File: config.mk
export PLATFORM = sky130hd
export DESIGN_NAME = out_port_ctrl
export DESIGN_NICKNAME = d
export VERILOG_FILES = /design/src/rtl/out_port_ctrl.sv
export SDC_FILE = /design/constraint.sdc
export NUM_CORES = 1
export LEC_CHECK = 0
export CAP_MARGIN = 5
export CORE_MARGIN = 1
export CORE_UTILIZATION = 58
export DETAILED_ROUTE_END_ITERATION = 6
export PLACE_DENSITY = 0.86
export SLEW_MARGIN = 10
export SYNTH_ARGS = -nofsm -noshare
export SYNTH_HDL_FRONTEND = slang
export SYNTH_SLANG_ARGS = --single-unit
File: constraint.sdc
create_clock -name clock -period 3.9 [get_ports clock]
set_input_delay 0.39 -clock clock [delete_from_list [all_inputs] [get_ports clock]]
set_output_delay 0.39 -clock clock [all_outputs]
set_load 0.005 [all_outputs]
File: src/rtl/out_port_ctrl.sv
// out_port_ctrl: output-port FIFO that takes bus words on OutPortenable and delivers them over valid/ready.
// Define OUTPORT_PARITY_EN to add the port_parity output (even parity of port_data).
module out_port_ctrl #(
    parameter int DATA_WIDTH = 32,
    parameter int DEPTH      = 4,
    parameter int PTR_W      = 2
) (
    input  logic                  clock,
    input  logic                  clear,
    input  logic [DATA_WIDTH-1:0] BusMuxOut,
    input  logic                  OutPortenable,
    input  logic                  ovf_clr,
    input  logic                  port_ready,
    output logic [DATA_WIDTH-1:0] port_data,
    output logic                  port_valid,
    output logic                  full,
    output logic [PTR_W:0]        count,
    output logic                  overflow
`ifdef OUTPORT_PARITY_EN
    ,
    output logic                  port_parity
`endif
);
    logic [DATA_WIDTH-1:0] mem_q [DEPTH];
    logic [PTR_W-1:0]      wr_ptr_q, wr_ptr_d, rd_ptr_q, rd_ptr_d;
    logic [PTR_W:0]        count_q, count_d;
    logic                  overflow_q, overflow_d;
    logic                  pop, push_ok, push_drop;

    // Status is decoded from the registered count only, so it cannot glitch.
    assign port_valid = count_q != '0;
    assign full       = count_q == (PTR_W+1)'(DEPTH);
    assign count      = count_q;
    assign overflow   = overflow_q;
    assign port_data  = port_valid ? mem_q[rd_ptr_q] : '0;
`ifdef OUTPORT_PARITY_EN
    assign port_parity = ^port_data;
`endif

    always_comb begin
        pop        = port_valid & port_ready;
        push_ok    = OutPortenable & (~full | pop);
        push_drop  = OutPortenable & full & ~pop;
        wr_ptr_d   = push_ok ? wr_ptr_q + PTR_W'(1) : wr_ptr_q;
        rd_ptr_d   = pop ? rd_ptr_q + PTR_W'(1) : rd_ptr_q;
        count_d    = count_q + (PTR_W+1)'(push_ok) - (PTR_W+1)'(pop);
        overflow_d = push_drop ? 1'b1 : ovf_clr ? 1'b0 : overflow_q;
    end

    always_ff @(posedge clock or negedge clear) begin
        if (!clear) begin
            wr_ptr_q   <= '0;
            rd_ptr_q   <= '0;
            count_q    <= '0;
            overflow_q <= 1'b0;
        end else begin
            wr_ptr_q   <= wr_ptr_d;
            rd_ptr_q   <= rd_ptr_d;
            count_q    <= count_d;
            overflow_q <= overflow_d;
        end
    end

    // Storage is deliberately left out of reset; port_data masks it while empty.
    always_ff @(posedge clock) begin
        if (push_ok)
            mem_q[wr_ptr_q] <= BusMuxOut;
    end
endmodule

== Word level (Yosys, flattened, before mapping) ==
Memory sizes are Yosys's and may differ from the RTL's.
Cells that the tools add are included.

* Register bits: 8
* RAM bits: 128
* Output and inout bits: 38
* Memories kept: 1

* $add $sub $neg: 4
* Eq/ne operators: 1
* Multiplexer cells: 5
* Bitwise operators: 7
* Reductions and logical operators: 2

{| class="wikitable"
|+ Memories
! name !! words !! width !! read ports !! clocked after memory_dff !! write ports !! line !! text
|-
| mem_q || 4 || 32 || 1 || 0 || 1 || 24 || <nowiki>logic [DATA_WIDTH-1:0] mem_q [DEPTH];</nowiki>
|}

{| class="wikitable"
|+ Operators by type and width
! cell !! number
|-
| 32-bit two-way mux || 1
|-
| 2-bit by 1-bit adder with 2-bit output, second input constant || 2
|-
| 1-bit bitwise AND || 4
|-
| 1-bit two-way mux || 4
|-
| 3-bit by 1-bit adder with 3-bit output || 1
|-
| 3-bit equality test, second input constant || 1
|-
| 3-bit nonzero test || 1
|-
| 3-bit by 1-bit subtractor with 3-bit output || 1
|-
| 1-bit inverter || 2
|-
| 2-bit nonzero test || 1
|-
| 1-bit OR || 1
|}

== Depth between registers and ports, before layout ==
Gate-level depths: netlist (run 1).

* Depth after elaboration: 6
* Mapped depth: 9

== Least setup slack after synthesis (run 1) ==
OpenSTA, ideal clock, no wires.

* Kind: register to register
* Start: register count_q[1], in the netlist count[1]
* End: register count_q[1], in the netlist count[1]
* Arrival time: 2.066 ns
* Data required time: 3.836 ns
* Setup slack: 1.769 ns
* Stages on the path, launching flop included: 9
* Buffers on the path: 1
* Cell sequence: dfrtp_1 > or3_1 > clkbuf_4 > nand2_1 > mux2_2 > ha_1 > inv_1 > fa_1 > inv_1

* Longest elaborated chain between the ends: 6
* Elaborated cells on any way between the ends: 8
* Classes of those cells: add/sub (2); eq/ne (1); bitwise (4); reduce/logical (1)

{| class="wikitable"
|+ Ends and longest elaborated chain
! item !! line !! text
|-
| from (decl) || 26 || <nowiki>logic [PTR_W:0] count_q, count_d;</nowiki>
|-
| from (signal assigned) || 59 || <nowiki>count_q <= count_d;</nowiki>
|-
| 3-bit nonzero test or 3-bit equality test (tied branches) || 31, 32 ||
|-
| 1-bit bitwise AND or 1-bit inverter (tied branches) || 41, 42 ||
|-
| 1-bit OR || 42 || <nowiki>push_ok = OutPortenable & (~full | pop);</nowiki>
|-
| 1-bit bitwise AND || 42 ||
|-
| 3-bit by 1-bit adder with 3-bit output || 46 || <nowiki>count_d = count_q + (PTR_W+1)'(push_ok) - (PTR_W+1)'(pop);</nowiki>
|-
| 3-bit by 1-bit subtractor with 3-bit output * || 46 ||
|-
| named net count_d[1] || 26 ||
|}

Mark *: on every way through the listed nets, which the timed path passes. The rest lies on a longest branch.
A chain may end at the register's enable or synchronous reset.

== Worst setup path in the final report (run 1) ==
* Start: register rd_ptr_q[1]
* End: output port port_data[26]

* Longest elaborated chain between the ends: 2

{| class="wikitable"
|+ Ends and longest elaborated chain
! item !! line !! text
|-
| from (decl) || 25 || <nowiki>logic [PTR_W-1:0] wr_ptr_q, wr_ptr_d, rd_ptr_q, rd_ptr_d;</nowiki>
|-
| from (signal assigned) || 58 || <nowiki>rd_ptr_q <= rd_ptr_d;</nowiki>
|-
| memory 4 x 32 bit || n/a ||
|-
| 32-bit two-way mux || 35 || <nowiki>assign port_data = port_valid ? mem_q[rd_ptr_q] : '0;</nowiki>
|-
| to (decl) || 14 || <nowiki>output logic [DATA_WIDTH-1:0] port_data,</nowiki>
|}

Every way passes these cells.

==> results_dict.tcl, run 1 <==
set metrics [dict create \
    vdd_ir_drop_max_v 0.000461 \
    synthesis.nets 286 \
    drive_above_1_share_pct 17.9 \
    track_usage_pct 23.6 \
    numCtsBuffers 17 \
    fp.dieH_um 98.5 \
    routedWlPerCell_um 23.1 \
    r2r_cells 8 \
    violations "DRC" \
    final_common_cell "edfxtp_1" \
    initial_core_util_pct 61.0 \
    routed_via_density 5.82 \
    endpoint_kind "output pin" \
    setup_violations 0 \
    nFillCells 473 \
    fin_setup_tns_ns 0 \
    row_count 34 \
    worstSkewPairLatency_ns 0.52 \
    post_cts.repair.setup_buffers 0 \
    drv_cap 0 \
    finalCriticalPeriod_ns 3.22 \
    grt_remaining_overflow 0 \
    drc_errors 4 \
    r2r_end "count[2]" \
    crit_required_ns 3.51 \
    root_buffer "clkbuf_8" \
    yosysUniqueCellTypes 27 \
    hp-class "input port to async pin" \
    drt_first_pass_iters 7 \
    grt_max_degree 36 \
    critPathLaunchType "flop" \
    synth-edff-count 128 \
    antenna_found_initial 0 \
    drt_iter0_drc 158 \
    cts.clk_slew.worst_paths_ns 0.06 \
    synthFlopType "edfxtp_1" \
    clkSinkCount 136 \
    syn_area_per_cell_um2 22.2 \
    fmax_ghz 0.311 \
    yosysSeqAreaShare_pct 74.9 \
    fin_skew_ns 0.0103 \
    cts_resized 0 \
    status "finished with violations" \
    final_util_pct 77.1 \
    drt_wl_total_um 10400 \
    reg2reg_from "count[1]" \
    place_congestion 0.700 \
    hold_viol_final 0 \
    clock_path_buffers 2 \
    worstMarginPinSlew_ns 1.06 \
    insertedDiodeCount 0 \
    ys_async_sr_fraction_pct 5.88 \
    die_w_um 98.5 \
    ctsHtreeMaxLevel 4 \
    rrSetupSlack_ns 1.00 \
    mostFrequentLayoutCells "edfxtp_1 (128), clkdlybuf4s50_1 (74), and2_1 (32)" \
    numPortBuffers 74 \
    ys_warn_count 0 \
    final_max_slew_viol_count 0 \
    final_antenna_net_count 0 \
    syn_to_final_growth_pct 26.3 \
    route.vias.total 2611 \
    grt_pass1_wl_um 15800 \
    critical_path_class "flop to output pin" \
    crit_fanout 23 \
    power_leakage_uw 0.00235 \
    die-area_mm2 0.00970 \
    nets 371 \
    dp_hpwl_um 5480 \
    core_mm2 0.00885 \
    io_pins 75 \
    powerDensity_mw_per_mm2 814 \
    crit_arrival_ns 2.83 \
    rsz0062_at_grt "no" \
    fin_hold_ws_ns 0.150 \
    synth-seq-cells 136 \
    first_global_vias 2844 \
    syn_inst 243 \
    slew_headroom_pct 29.7 \
    post-route-period-util_pct 82.5 \
    netlist_area_mm2 0.00540 \
    ctsHoldBuffers 0 \
    cts_tree "yes" \
    power_uw 5550 \
]
how the worst max path moves through the flow:
| stage | startpoint | endpoint | slack (ns) |
|---|---|---|---|
| finish | rd_ptr_q[1] | port_data[26] | 0.68 |
| global route | rd_ptr_q[1] | port_data[24] | 0.59 |
| CTS | rd_ptr_q[1] | port_data[30] | 0.62 |
| detailed placement | count[1] | count[2] | 1.08 |
| global placement | count[1] | count[2] | 1.16 |
| floorplan | count[1] | count[1] | 1.77 |
logic make-up after synthesis:
| logic type | Yosys count | share of synthesized area, % |
|---|---|---|
| AND/OR/NAND/NOR | 41 | 4.78 |
| flip-flops | 136 | 74.9 |
| AO/OA/AOI/OAI | 2 | 0.440 |
| XOR/XNOR | 5 | 0.811 |
| multiplexers | 34 | 14.8 |
| buffers and inverters | 19 | 2.71 |
| adder cells (fa/ha/maj) | 6 | 1.53 |
synth_stat cells (2+ instances only):
| cell | count | share of area [%] |
|---|---|---|
| edfxtp_1 | 128 | 71 |
| dfrtp_1 | 8 | 3.7 |
| mux4_1 | 14 | 6.8 |
| ha_1 | 5 | 1.2 |
| inv_1 | 7 | 0.49 |
| and2_1 | 32 | 3.7 |
| mux4_2 | 18 | 7.5 |
| xnor2_1 | 5 | 0.81 |
| buf_2 | 2 | 0.19 |
| buf_12 | 2 | 0.74 |
| clkbuf_1 | 2 | 0.14 |
| buf_6 | 2 | 0.42 |
| and2_2 | 4 | 0.56 |
metal layers:
metal | vias to the layer above | part of all wire, % | track usage, %
met2 | 121 | 54 | 39.2
met3 | 11 | 6.2 | 8.01
met4 | 0 | 1.3 | 9.76
li1 | 1158 | - | -
met1 | 1321 | 39 | 28.6
met5 | - | 0 | 0
power by group:
part           internal (uW)  switching [uW]  leakage (uW)
Combinational           1050             682      0.000778
Sequential              1940             185       0.00127
Clock                   1110             577      0.000304
Total                   4110            1440       0.00235
flip-flops by register name (all words and copies together), names as in the netlist:
register and cells:
mem_q 128, wr_ptr_q 2, count 3, rd_ptr_q 2
overflow 1
through the flow:
step,area (um2),cells,setup WS (ns)
after floorplan,5400,243,1.77
after CTS,6820,449,0.618
after detailed placement,6180,417,1.08
after global routing,6820,449,0.588
final,6820,449,0.683
after global placement,6180,417,1.16
cell type report:
class	count	area (um2)	area share, %
tap	108	135	1.98
inverter	7	26.3	0.385
timing repair buffer	78	771	11.3
clock buffer	19	432	6.33
clock inverter	13	201	2.95
multi-input combinational	88	1210	17.7
sequential	136	4050	59.3
worst max-delay path: stages, from the launching register on:
cell	delay, ns
dfrtp_1	1.03
buf_4	0.33
mux4_1	0.30
and2_1	0.19
clkdlybuf4s50_1	0.45
Power figures use the tool's default switching activity.
==> run 2, diff against run 1 <==
- CORE_UTILIZATION: 58 -> 49
- PLACE_DENSITY: 0.86 -> 0.78
- clock period: 3.9 -> 2.7 ns (I/O delays scaled with it)
==> results_dict.tcl, run 2 (synthesized netlist as in run 1, its figures left out) <==
set metrics [dict create \
    finalWorstSetupSlack_ns 0.0758 \
    cts_tree "yes" \
    fin_area_mm2 0.00689 \
    final_common_cell "edfxtp_1" \
    mostFrequentLayoutCells "edfxtp_1 (128), clkdlybuf4s50_1 (74), and2_1 (32)" \
    row_count 37 \
    largest_register_ffs 128 \
    crit_required_ns 2.43 \
    routed_via_density 5.32 \
    finalCriticalPeriod_ns 2.62 \
    clkPwrFrac_pct 28.3 \
    nFillCells 706 \
    power_leakage_uw 0.00238 \
    crit_chain "buf_8 > mux4_1 > and2_1 > clkdlybuf4s50_1" \
    fp.dieH_um 107 \
    drv_cap 0 \
    die_w_um 107 \
    path_buf_inv 2 \
    hold_viol_final 0 \
    vdd_ir_drop_max_v 0.000758 \
    crit_arrival_ns 2.35 \
    first_global_vias 2705 \
    critPathTopFamily "buffers and inverters" \
    grt_pass1_wl_um 14300 \
    final_max_slew_viol_count 0 \
    grt_max_degree 35 \
    final_util_pct 65.6 \
    drive_above_1_share_pct 19.0 \
    route.vias.total 2573 \
    multi_input_area_mm2 0.00121 \
    powerDensity_mw_per_mm2 1130 \
    insertedDiodeCount 0 \
    comb_power_share_pct 34.2 \
    nets 378 \
    root_buffer "clkbuf_8" \
    routedWlPerCell_um 19.4 \
    drt_wl_total_um 9390 \
    critPathLaunchType "flop" \
    worstMarginPinSlew_ns 0.461 \
    critical_path_class "flop to output pin" \
    worstSkewPairLatency_ns 0.51 \
    drc_errors 0 \
    r2r_cells 8 \
    cp.depth 4 \
    drt_iter0_drc 125 \
    io_pins 75 \
    ctsHoldBuffers 0 \
    cts.clk_slew.worst_paths_ns 0.06 \
    numPortBuffers 74 \
    dp_slack_ns 0.463 \
    track_usage_pct 17.7 \
    syn_to_final_growth_pct 27.7 \
    drt_first_pass_iters 5 \
    final_antenna_net_count 0 \
    ctsHtreeMaxLevel 4 \
    swShare_pct 25.7 \
    crit_fanout 15 \
    rrSetupSlack_ns 0.54 \
    dpl_cell_area_mm2 0.00630 \
    power_uw 7790 \
    grt_remaining_overflow 0 \
    fin_skew_ns 0.0108 \
    place_congestion 0.680 \
    fmax_ghz 0.381 \
    slowest_stage "mux4_1" \
    die-area_mm2 0.0114 \
    core_mm2 0.0105 \
    initial_core_util_pct 51.4 \
    p_sw_uw 2000 \
    hp-class "input port to async pin" \
    cpPeakStageDelay_ns 0.58 \
    fin_setup_tns_ns 0 \
    numCtsBuffers 17 \
    p_int_uw 5790 \
    regMostFlops "mem_q" \
    p_seq_share_pct 37.5 \
    dp_hpwl_um 5730 \
    endpoint_kind "output pin" \
    post-route-period-util_pct 97.2 \
    antenna_found_initial 0 \
    clkSinkCount 136 \
    setup_violations 0 \
    clock_path_buffers 2 \
    status "finished, final reports clean" \
    rsz0062_at_grt "no" \
    regArea_mm2 0.00405 \
    post_cts.repair.setup_buffers 0 \
    slew_headroom_pct 69.3 \
]
## run 2: cell count changes in the layout (fill, tap and decap cells not counted), sizes merged
cell	previous run	this run
clkinvlp	3	2
buf	4	11
clkinv	5	8
bufinv	5	3
## run 2: timing repair
action,4_1_cts,5_1_grt
gates resized for setup,2,3
setup endpoints to repair,10,5
pin swaps,0,0
## run 2: path summary, 6_finish.rpt
kind	startpoint	to
worst max-delay path	rd_ptr_q[0]	port_data[31]
worst min-delay path	clear	overflow
worst max register to register	count[1]	count[2]
worst min register to register	overflow	overflow
max in group asynchronous	clear	rd_ptr_q[0]
min in group clock	ovf_clr	overflow
## run 2: final cells by class
class | instances | area share [%]
Clock buffer | 19 | 6.12
Clock inverter | 13 | 2.25
Inverter | 7 | 0.381
Multi-Input combinational cell | 88 | 17.5
Sequential cell | 136 | 58.7
Tap cell | 136 | 2.47
Timing Repair Buffer | 85 | 12.6
## run 2: power by group through the flow
| stage | Sequential [uW] | Clock, uW | Combinational (uW) |
|---|---|---|---|
| final | 2920 | 2210 | 2660 |
| after global routing | 2960 | 2340 | 2860 |
| after CTS | 2920 | 2240 | 2700 |
| after detailed placement | 2960 | 0 | 2670 |
| after global placement | 2930 | 0 | 2640 |
| after floorplan | 2910 | 0 | 1510 |
## run 2: through the flow
step                hold slack (ns)  cells
global placement              0.538    452
finish                       0.0353    484
detailed placement            0.531    452
CTS                          0.0331    484
floorplan                   -0.0256    243
global route                 0.0458    484
## run 2: layer usage
| layer | GRT usage [%] | part of all wire [%] |
|---|---|---|
| met1 | 22.5 | 42 |
| met2 | 28.5 | 51 |
| met3 | 5.53 | 5.0 |
| met4 | 7.34 | 1.3 |
| met5 | 0 | 0 |
